**src/rtl/cpu_control_sequencer_pkg.sv**
```systemverilog
// Shared encodings for the accumulator CPU control sequencer: opcodes, ALU codes,
// instruction classes and the binary FSM state encoding.
package cpu_control_sequencer_pkg;

  typedef enum logic [3:0] {
    ST_IDLE       = 4'd0,
    ST_FETCH_ADDR = 4'd1,
    ST_FETCH_MEM  = 4'd2,
    ST_FETCH_IR   = 4'd3,
    ST_DECODE     = 4'd4,
    ST_EXEC_ADDR  = 4'd5,
    ST_EXEC_MEM   = 4'd6,
    ST_EXEC_WB    = 4'd7,
    ST_HALTED     = 4'd8
  } state_t;

  localparam logic [3:0] OP_NOP   = 4'h0;
  localparam logic [3:0] OP_LOAD  = 4'h1;
  localparam logic [3:0] OP_STORE = 4'h2;
  localparam logic [3:0] OP_ADD   = 4'h3;
  localparam logic [3:0] OP_SUB   = 4'h4;
  localparam logic [3:0] OP_AND   = 4'h5;
  localparam logic [3:0] OP_OR    = 4'h6;
  localparam logic [3:0] OP_XOR   = 4'h7;
  localparam logic [3:0] OP_SHL   = 4'h8;
  localparam logic [3:0] OP_SHR   = 4'h9;
  localparam logic [3:0] OP_JUMP  = 4'hA;
  localparam logic [3:0] OP_JMPZ  = 4'hB;
  localparam logic [3:0] OP_JMPN  = 4'hC;
  localparam logic [3:0] OP_HALT  = 4'hF;

  localparam logic [3:0] ALU_ADD = 4'b0000;
  localparam logic [3:0] ALU_SUB = 4'b0001;
  localparam logic [3:0] ALU_AND = 4'b1000;
  localparam logic [3:0] ALU_OR  = 4'b1001;
  localparam logic [3:0] ALU_XOR = 4'b1010;
  localparam logic [3:0] ALU_SHL = 4'b0100;
  localparam logic [3:0] ALU_SHR = 4'b0101;

  // Instruction classes: what the sequencer does after DECODE.
  localparam logic [3:0] CL_NOP   = 4'd0;
  localparam logic [3:0] CL_LOAD  = 4'd1;
  localparam logic [3:0] CL_STORE = 4'd2;
  localparam logic [3:0] CL_ALU   = 4'd3;
  localparam logic [3:0] CL_SHIFT = 4'd4;
  localparam logic [3:0] CL_JUMP  = 4'd5;
  localparam logic [3:0] CL_JMPZ  = 4'd6;
  localparam logic [3:0] CL_JMPN  = 4'd7;
  localparam logic [3:0] CL_HALT  = 4'd8;

endpackage

```
**src/rtl/cpu_control_sequencer_decode.sv**
```systemverilog
// Combinational opcode decode: IR[15:12] to instruction class, ALU function and
// an illegal flag. Reserved opcodes decode as HALT with illegal set.
module cpu_control_sequencer_decode
  import cpu_control_sequencer_pkg::*;
(
  input  logic [3:0] ir_opcode,
  output logic [3:0] op_class,
  output logic [3:0] alu_op,
  output logic       illegal
);

  always_comb begin
    op_class = CL_HALT;
    alu_op   = ALU_ADD;
    illegal  = 1'b0;
    case (ir_opcode)
      OP_NOP:   op_class = CL_NOP;
      OP_LOAD:  op_class = CL_LOAD;
      OP_STORE: op_class = CL_STORE;
      OP_ADD:   begin op_class = CL_ALU;   alu_op = ALU_ADD; end
      OP_SUB:   begin op_class = CL_ALU;   alu_op = ALU_SUB; end
      OP_AND:   begin op_class = CL_ALU;   alu_op = ALU_AND; end
      OP_OR:    begin op_class = CL_ALU;   alu_op = ALU_OR;  end
      OP_XOR:   begin op_class = CL_ALU;   alu_op = ALU_XOR; end
      OP_SHL:   begin op_class = CL_SHIFT; alu_op = ALU_SHL; end
      OP_SHR:   begin op_class = CL_SHIFT; alu_op = ALU_SHR; end
      OP_JUMP:  op_class = CL_JUMP;
      OP_JMPZ:  op_class = CL_JMPZ;
      OP_JMPN:  op_class = CL_JMPN;
      OP_HALT:  op_class = CL_HALT;
      default:  begin op_class = CL_HALT; illegal = 1'b1; end
    endcase
  end

endmodule

```
**src/rtl/cpu_control_sequencer.sv**
```systemverilog
// Multi-cycle fetch/decode/execute sequencer for the 16-bit accumulator CPU.
// Memory handshake: an access is issued by holding mem_read or mem_write; it completes in the cycle mem_ready is 1.
module cpu_control_sequencer
  import cpu_control_sequencer_pkg::*;
#(
  parameter bit AUTO_START = 1'b0
) (
  input  logic       clock,
  input  logic       reset_n,
  input  logic       start,
  input  logic [3:0] ir_opcode,
  input  logic       acc_zero,
  input  logic       acc_neg,
  input  logic       mem_ready,
  output logic       mem_read,
  output logic       mem_write,
  output logic       mar_write,
  output logic       mar_src,
  output logic       mbr_write,
  output logic       mbr_src,
  output logic       ir_write,
  output logic       pc_inc,
  output logic       pc_write,
  output logic       acc_write,
  output logic       acc_src,
  output logic [3:0] alu_op,
  output logic       retire,
  output logic       halted,
  output logic       illegal,
  output logic [3:0] state
);

  state_t     state_q, state_d;
  logic       illegal_q, illegal_d;
  logic [3:0] op_class;
  logic [3:0] dec_alu_op;
  logic       dec_illegal;
  logic       branch_taken;

  cpu_control_sequencer_decode u_decode (
    .ir_opcode (ir_opcode),
    .op_class  (op_class),
    .alu_op    (dec_alu_op),
    .illegal   (dec_illegal)
  );

  assign branch_taken = (op_class == CL_JUMP) ||
                        ((op_class == CL_JMPZ) && acc_zero) ||
                        ((op_class == CL_JMPN) && acc_neg);

  always_ff @(posedge clock or negedge reset_n) begin
    if (!reset_n) begin
      state_q   <= ST_IDLE;
      illegal_q <= 1'b0;
    end else begin
      state_q   <= state_d;
      illegal_q <= illegal_d;
    end
  end

  always_comb begin
    state_d   = state_q;
    illegal_d = illegal_q;
    case (state_q)
      ST_IDLE:       if (start || AUTO_START) state_d = ST_FETCH_ADDR;
      ST_FETCH_ADDR: state_d = ST_FETCH_MEM;
      ST_FETCH_MEM:  if (mem_ready) state_d = ST_FETCH_IR;
      ST_FETCH_IR:   state_d = ST_DECODE;
      ST_DECODE: begin
        case (op_class)
          CL_NOP, CL_JUMP, CL_JMPZ, CL_JMPN: state_d = ST_FETCH_ADDR;
          CL_SHIFT:                          state_d = ST_EXEC_WB;
          CL_HALT: begin
            state_d   = ST_HALTED;
            illegal_d = illegal_q | dec_illegal;
          end
          default:                           state_d = ST_EXEC_ADDR;
        endcase
      end
      ST_EXEC_ADDR:  state_d = ST_EXEC_MEM;
      ST_EXEC_MEM:   if (mem_ready) state_d = (op_class == CL_STORE) ? ST_FETCH_ADDR : ST_EXEC_WB;
      ST_EXEC_WB:    state_d = ST_FETCH_ADDR;
      ST_HALTED: begin
        if (start) begin
          state_d   = ST_FETCH_ADDR;
          illegal_d = 1'b0;
        end
      end
      default:       state_d = ST_IDLE;
    endcase
  end

  always_comb begin
    mem_read  = 1'b0;
    mem_write = 1'b0;
    mar_write = 1'b0;
    mar_src   = 1'b0;
    mbr_write = 1'b0;
    mbr_src   = 1'b0;
    ir_write  = 1'b0;
    pc_inc    = 1'b0;
    pc_write  = 1'b0;
    acc_write = 1'b0;
    acc_src   = 1'b0;
    alu_op    = ALU_ADD;
    retire    = 1'b0;
    halted    = 1'b0;
    case (state_q)
      ST_FETCH_ADDR: mar_write = 1'b1;
      ST_FETCH_MEM: begin
        mem_read  = 1'b1;
        mbr_write = mem_ready;
      end
      ST_FETCH_IR: begin
        ir_write = 1'b1;
        pc_inc   = 1'b1;
      end
      ST_DECODE: begin
        case (op_class)
          CL_NOP, CL_JUMP, CL_JMPZ, CL_JMPN: begin
            retire   = 1'b1;
            pc_write = branch_taken;
          end
          CL_HALT: retire = !dec_illegal;
          default: ;
        endcase
      end
      ST_EXEC_ADDR: begin
        mar_write = 1'b1;
        mar_src   = 1'b1;
        if (op_class == CL_STORE) begin
          mbr_write = 1'b1;
          mbr_src   = 1'b1;
        end
      end
      ST_EXEC_MEM: begin
        if (op_class == CL_STORE) begin
          mem_write = 1'b1;
          retire    = mem_ready;
        end else begin
          mem_read  = 1'b1;
          mbr_write = mem_ready;
        end
      end
      ST_EXEC_WB: begin
        acc_write = 1'b1;
        retire    = 1'b1;
        if (op_class != CL_LOAD) begin
          acc_src = 1'b1;
          alu_op  = dec_alu_op;
        end
      end
      ST_HALTED: halted = 1'b1;
      default: ;
    endcase
  end

  assign illegal = illegal_q;
  assign state   = state_q;

endmodule

```
**config.mk**
```make
export PLATFORM = sky130hd
export DESIGN_NAME = cpu_control_sequencer
export DESIGN_NICKNAME = d
export VERILOG_FILES = /design/src/rtl/cpu_control_sequencer_pkg.sv /design/src/rtl/cpu_control_sequencer_decode.sv /design/src/rtl/cpu_control_sequencer.sv
export SDC_FILE = /design/constraint.sdc
export NUM_CORES = 1
export LEC_CHECK = 0
export ABC_AREA = 1
export CORE_ASPECT_RATIO = 1.1
export CORE_MARGIN = 3
export CORE_UTILIZATION = 36
export CTS_CLUSTER_SIZE = 24
export DETAILED_ROUTE_END_ITERATION = 12
export GPL_TIMING_DRIVEN = 1
export PLACE_DENSITY_LB_ADDON = 0.12
export RECOVER_POWER = 100
export SLEW_MARGIN = 40
export SYNTH_ARGS = -nofsm -noshare
export SYNTH_HDL_FRONTEND = slang
export SYNTH_HIERARCHICAL = 1
export SYNTH_SLANG_ARGS = --single-unit
```
**constraint.sdc**
```tcl
create_clock -name clock -period 1.5 [get_ports clock]
set_input_delay 0.375 -clock clock [delete_from_list [all_inputs] [get_ports clock]]
set_output_delay 0.375 -clock clock [all_outputs]
set_load 0.02 [all_outputs]
```
==> flow_metrics.tcl, run 1 <==
set metrics [dict create \
    haltStage "5_1_grt" \
    synth_seq_cells 5 \
    syn-cell-area_um2 662 \
    syn_inst 127 \
    num_io_pins 32 \
    worstEndpointGrtRepair "alu_op[0]" \
    die_h_um 51.0 \
    rows 15 \
    place.gp.congestion 0.819 \
    holdBufCountCts 0 \
    die_x_um 46.9 \
    ys_seq_area_frac 0.189 \
    cts.path.max_buffers 2 \
    avgSynthCellArea_um2 5.21 \
    status "did not finish" \
    worst-ep-kind "output port" \
    place_hpwl_um 1800 \
    synth_fp_nets 137 \
    ys_types 19 \
    grt_start_max_net_pins 7 \
    htreeDepth 1 \
    pre_cts_slack_ps -1440 \
    stop_error "[ERROR DPL-0038] Utilization greater than 100%, impossible to legalize" \
    clock_sinks 5 \
    start_util 0.401 \
    port_buffers 31 \
    yosysWarnings 6 \
    cts_made_buffers 3 \
    cts_root_buffer "clkbuf_4" \
]
-- per-stage QoR --
| step | instances | instance area (µm²) | TNS [ps] |
|---|---|---|---|
| after floorplan | 127 | 743 | -1970 |
| after detailed placement | 202 | 1280 | -20960 |
| after global placement | 202 | 1280 | -19860 |
| after CTS | 220 | 1550 | -4610 |
-- cells by family after synthesis --
| kind of cell | share of synthesized area |
|---|---|
| compound gates | 0.0813 |
| buf+inv | 0.170 |
| flops | 0.189 |
| simple gates | 0.560 |
-- Yosys cell counts --
cell       n  area (µm²)
dfrtp_1    5         125
nand3_1    7        35.0
inv_2      7        26.3
inv_1     20        75.1
nor2_1    24        90.1
nor3b_2    1        12.5
clkinv_1   1        3.75
nor3_1     3        15.0
nor2_2     7        43.8
a21oi_1    4        20.0
nand2_1   38         143
nor3_4     1        16.3
o21ai_1    2        10.0
or2_4      1        8.76
o31ai_1    1        7.51
o22ai_1    1        6.26
o21ai_0    2        10.0
buf_4      1        7.51
or2_0      1        6.26
-- repair_timing --
item	CTS
setup buffers	14
gates resized for setup	173
setup endpoints to repair	27
pin swaps	20
gates cloned	0
==> run 2: changes to the inputs <==
--- a/config.mk
+++ b/config.mk
@@ -6,13 +6,11 @@
 export NUM_CORES = 1
 export LEC_CHECK = 0
 export ABC_AREA = 1
-export CORE_ASPECT_RATIO = 1.1
-export CORE_MARGIN = 3
-export CORE_UTILIZATION = 36
-export CTS_CLUSTER_SIZE = 24
+export CORE_AREA = 3 3 64 66
 export DETAILED_ROUTE_END_ITERATION = 12
+export DIE_AREA = 0 0 67 69
 export GPL_TIMING_DRIVEN = 1
-export PLACE_DENSITY_LB_ADDON = 0.12
+export PLACE_DENSITY_LB_ADDON = 0.15
 export RECOVER_POWER = 100
 export SLEW_MARGIN = 40
 export SYNTH_ARGS = -nofsm -noshare
==> constraint.sdc (replaced) <==
create_clock -name clock -period 2 [get_ports clock]
set_input_delay 0.5 -clock clock [delete_from_list [all_inputs] [get_ports clock]]
set_output_delay 0.5 -clock clock [all_outputs]
set_load 0.02 [all_outputs]
==> run 2 against run 1 <==
Compared with the run above: the flow now finishes, with violations (negative setup slack); synthesized cell count did not move; area after synthesis unchanged.
==> flow_metrics.tcl, run 2 <==
set metrics [dict create \
    status "finished, violations left" \
    violations "negative setup slack" \
    wirelength_um 2280 \
    critPathRequiredTime_ps 1500 \
    drt-wirelength-per-cell_um 9.22 \
    grt_setup_unrepaired "true" \
    powerDensity_mw_per_mm2 834 \
    areaGrowthSynthToFinish_pct 131 \
    drc 0 \
    die_h_um 69 \
    slew_headroom 0.851 \
    num_io_pins 32 \
    final_cell_mix "33 x buf_4, 26 x nand2_1, 16 x buf_6" \
    swShare 0.435 \
    pwr-share-clk 0.144 \
    cp.arrival_ps 1640 \
    drt-pass1-iter-count 4 \
    grtUsageTotal 0.103 \
    holdBufCountCts 0 \
    vias 974 \
    p_seq_frac 0.124 \
    clock_sinks 5 \
    die_x_um 67 \
    synth_ff_type "dfrtp_1" \
    drt_iter0_drc 14 \
    grt_overflow 0 \
    grt_pass1_wl_um 3920 \
    htreeDepth 1 \
    num_antenna_cells 0 \
    ys_types 19 \
    grtUsageMet2 0.152 \
    power.internal_mw 0.721 \
    worstSetupPathType "in -> out" \
    cts_tree "done" \
    layout_commonest_cell "buf_4" \
    final_area_mm2 0.00153 \
    via_per_inst 3.94 \
    place.gp.congestion 0.803 \
    fin_util 0.421 \
    synth_fp_nets 137 \
    largest_register_ffs 4 \
    avgSynthCellArea_um2 5.21 \
    multi_input_area_um2 558 \
    cts_made_buffers 3 \
    core_mm2 0.00363 \
    cap_violations 0 \
    fin_nets 210 \
    syn-cell-area_um2 662 \
    dieArea_mm2 0.00462 \
    synth_top_area_cell "nand2_1" \
    worst_hold_path_type "reg -> reg" \
    placed_cell_area_mm2 0.00129 \
    grt_start_max_net_pins 6 \
    power.switching_mw 0.556 \
    yosysWarnings 6 \
    num-fill-cells 399 \
    pwr-share-comb 0.732 \
    tightest_slew_ps 222 \
    finalHoldViolations 0 \
    ys_seq_area_frac 0.189 \
    busiest_layer "met2" \
    drive_gt1_frac 0.553 \
    ir_worst_vdd_mv 0.469 \
    start_util 0.182 \
    met3_usage 0.0195 \
    total_power_mw 1.28 \
    regArea_um2 125 \
    placed_cells 238 \
    fin_worst_skew_ps 5.73 \
    yosysMostFrequentCell "nand2_1" \
    final_cells 247 \
    period_share 1.07 \
    synth_edf_count 0 \
    end_kind "primary output" \
    async_reset_ff_frac 1.00 \
    port_buffers 31 \
    setup_ws_ps -143 \
    finalSetupViolCount 10 \
    syn_inst 127 \
    cp-start-kind "input pin" \
    p_leak_nw 0.772 \
    cts_root_buffer "clkbuf_8" \
    insertion_delay_ps 220 \
    synth_top_area_frac 0.216 \
    grt_pass1_vias 940 \
    rows 22 \
    path_clk_slew_ps 40 \
    final-max-slew-violation-count 0 \
    antenna_found_initial 0 \
    place_hpwl_um 1840 \
    synth_seq_cells 5 \
    min_period_ps 2140 \
    synthTopCellsByCount "38 x nand2_1, 24 x nor2_1, 20 x inv_1" \
    critical_path_peak_fanout 5 \
    clock.fmax_ghz 0.467 \
    grt_use_met1 0.151 \
    synth_area_leaders "nand2_1 22%, dfrtp_1 19%, nor2_1 14%" \
    cts.path.max_buffers 2 \
    ant_nets 0 \
]
run 2: cell counts after synthesis:
No cell type changed its count.
run 2: logic make-up after synthesis:
kind of cell           share of synthesized area
and+or+nand+nor                            0.560
buffers and inverters                      0.170
AOI/OAI and AO/OA                         0.0813
DFF                                        0.189
run 2: worst max-delay path, stage by stage:
cell,delay (ps)
buf_8,100
nand2_4,50
or2_4,250
nand2_4,90
buf_6,110
nor3_2,40
or2_4,270
nor2_2,100
buf_6,120
run 2: metal layers:
layer	wire length, µm	share of wire
met1	1120	0.49
met2	1020	0.45
met3	117	0.051
met4	27	0.012
met5	0	0
run 2: power by group through the flow:
stage	logic [mW]	clock network, mW	registers, mW
2_1_floorplan	0.384	0	0.204
3_3_place_gp	0.882	0	0.161
3_5_place_dp	0.877	0	0.160
4_1_cts	0.927	0.187	0.159
5_1_grt	1.03	0.197	0.163
6_report	0.934	0.184	0.158
run 2: final timing paths:
check / slack [ps] / startpoint / end / cells past startpoint
worst max-delay path: -140 / ir_opcode[1] / alu_op[1] / 9
min in group asynchronous: 570 / reset_n / state[0] / 1
worst min register to register: 490 / illegal / illegal / 2
worst max register to register: 590 / state[0] / state[1] / 9
worst min-delay path: 490 / illegal / illegal / 2
max in group asynchronous: 1240 / reset_n / state[3] / 1
run 2: through the flow:
step	setup WS [ps]	hold WS, ps	setup TNS [ps]
final	-143	486	-1000
after global routing	-240	524	-1910
after CTS	-162	502	-894
after detailed placement	-1140	488	-13240
after global placement	-1100	503	-12940
after floorplan	-61.2	204	-61.2
run 2: repair_timing:
item                       4_1_cts  5_1_grt
setup endpoints to repair       20       16
pin swaps                       20       10
setup buffers                    5        0
resized for setup              134       25
run 2: layout make-up:
type | count | area share
Timing Repair Buffer | 69 | 0.411
Multi-Input combinational cell | 93 | 0.365
Sequential cell | 5 | 0.0818
Inverter | 28 | 0.0736
Tap cell | 48 | 0.0392
Clock buffer | 4 | 0.0294
No activity file was read; power rests on OpenSTA's default activity.
==> run 3: changes to the inputs <==
--- a/config.mk
+++ b/config.mk
@@ -12,7 +12,6 @@
 export GPL_TIMING_DRIVEN = 1
 export PLACE_DENSITY_LB_ADDON = 0.15
 export RECOVER_POWER = 100
-export SLEW_MARGIN = 40
 export SYNTH_ARGS = -nofsm -noshare
 export SYNTH_HDL_FRONTEND = slang
 export SYNTH_HIERARCHICAL = 1
==> results of run 3 <==
Same layout as run 2: the final DEF is identical, and so are final timing and power.
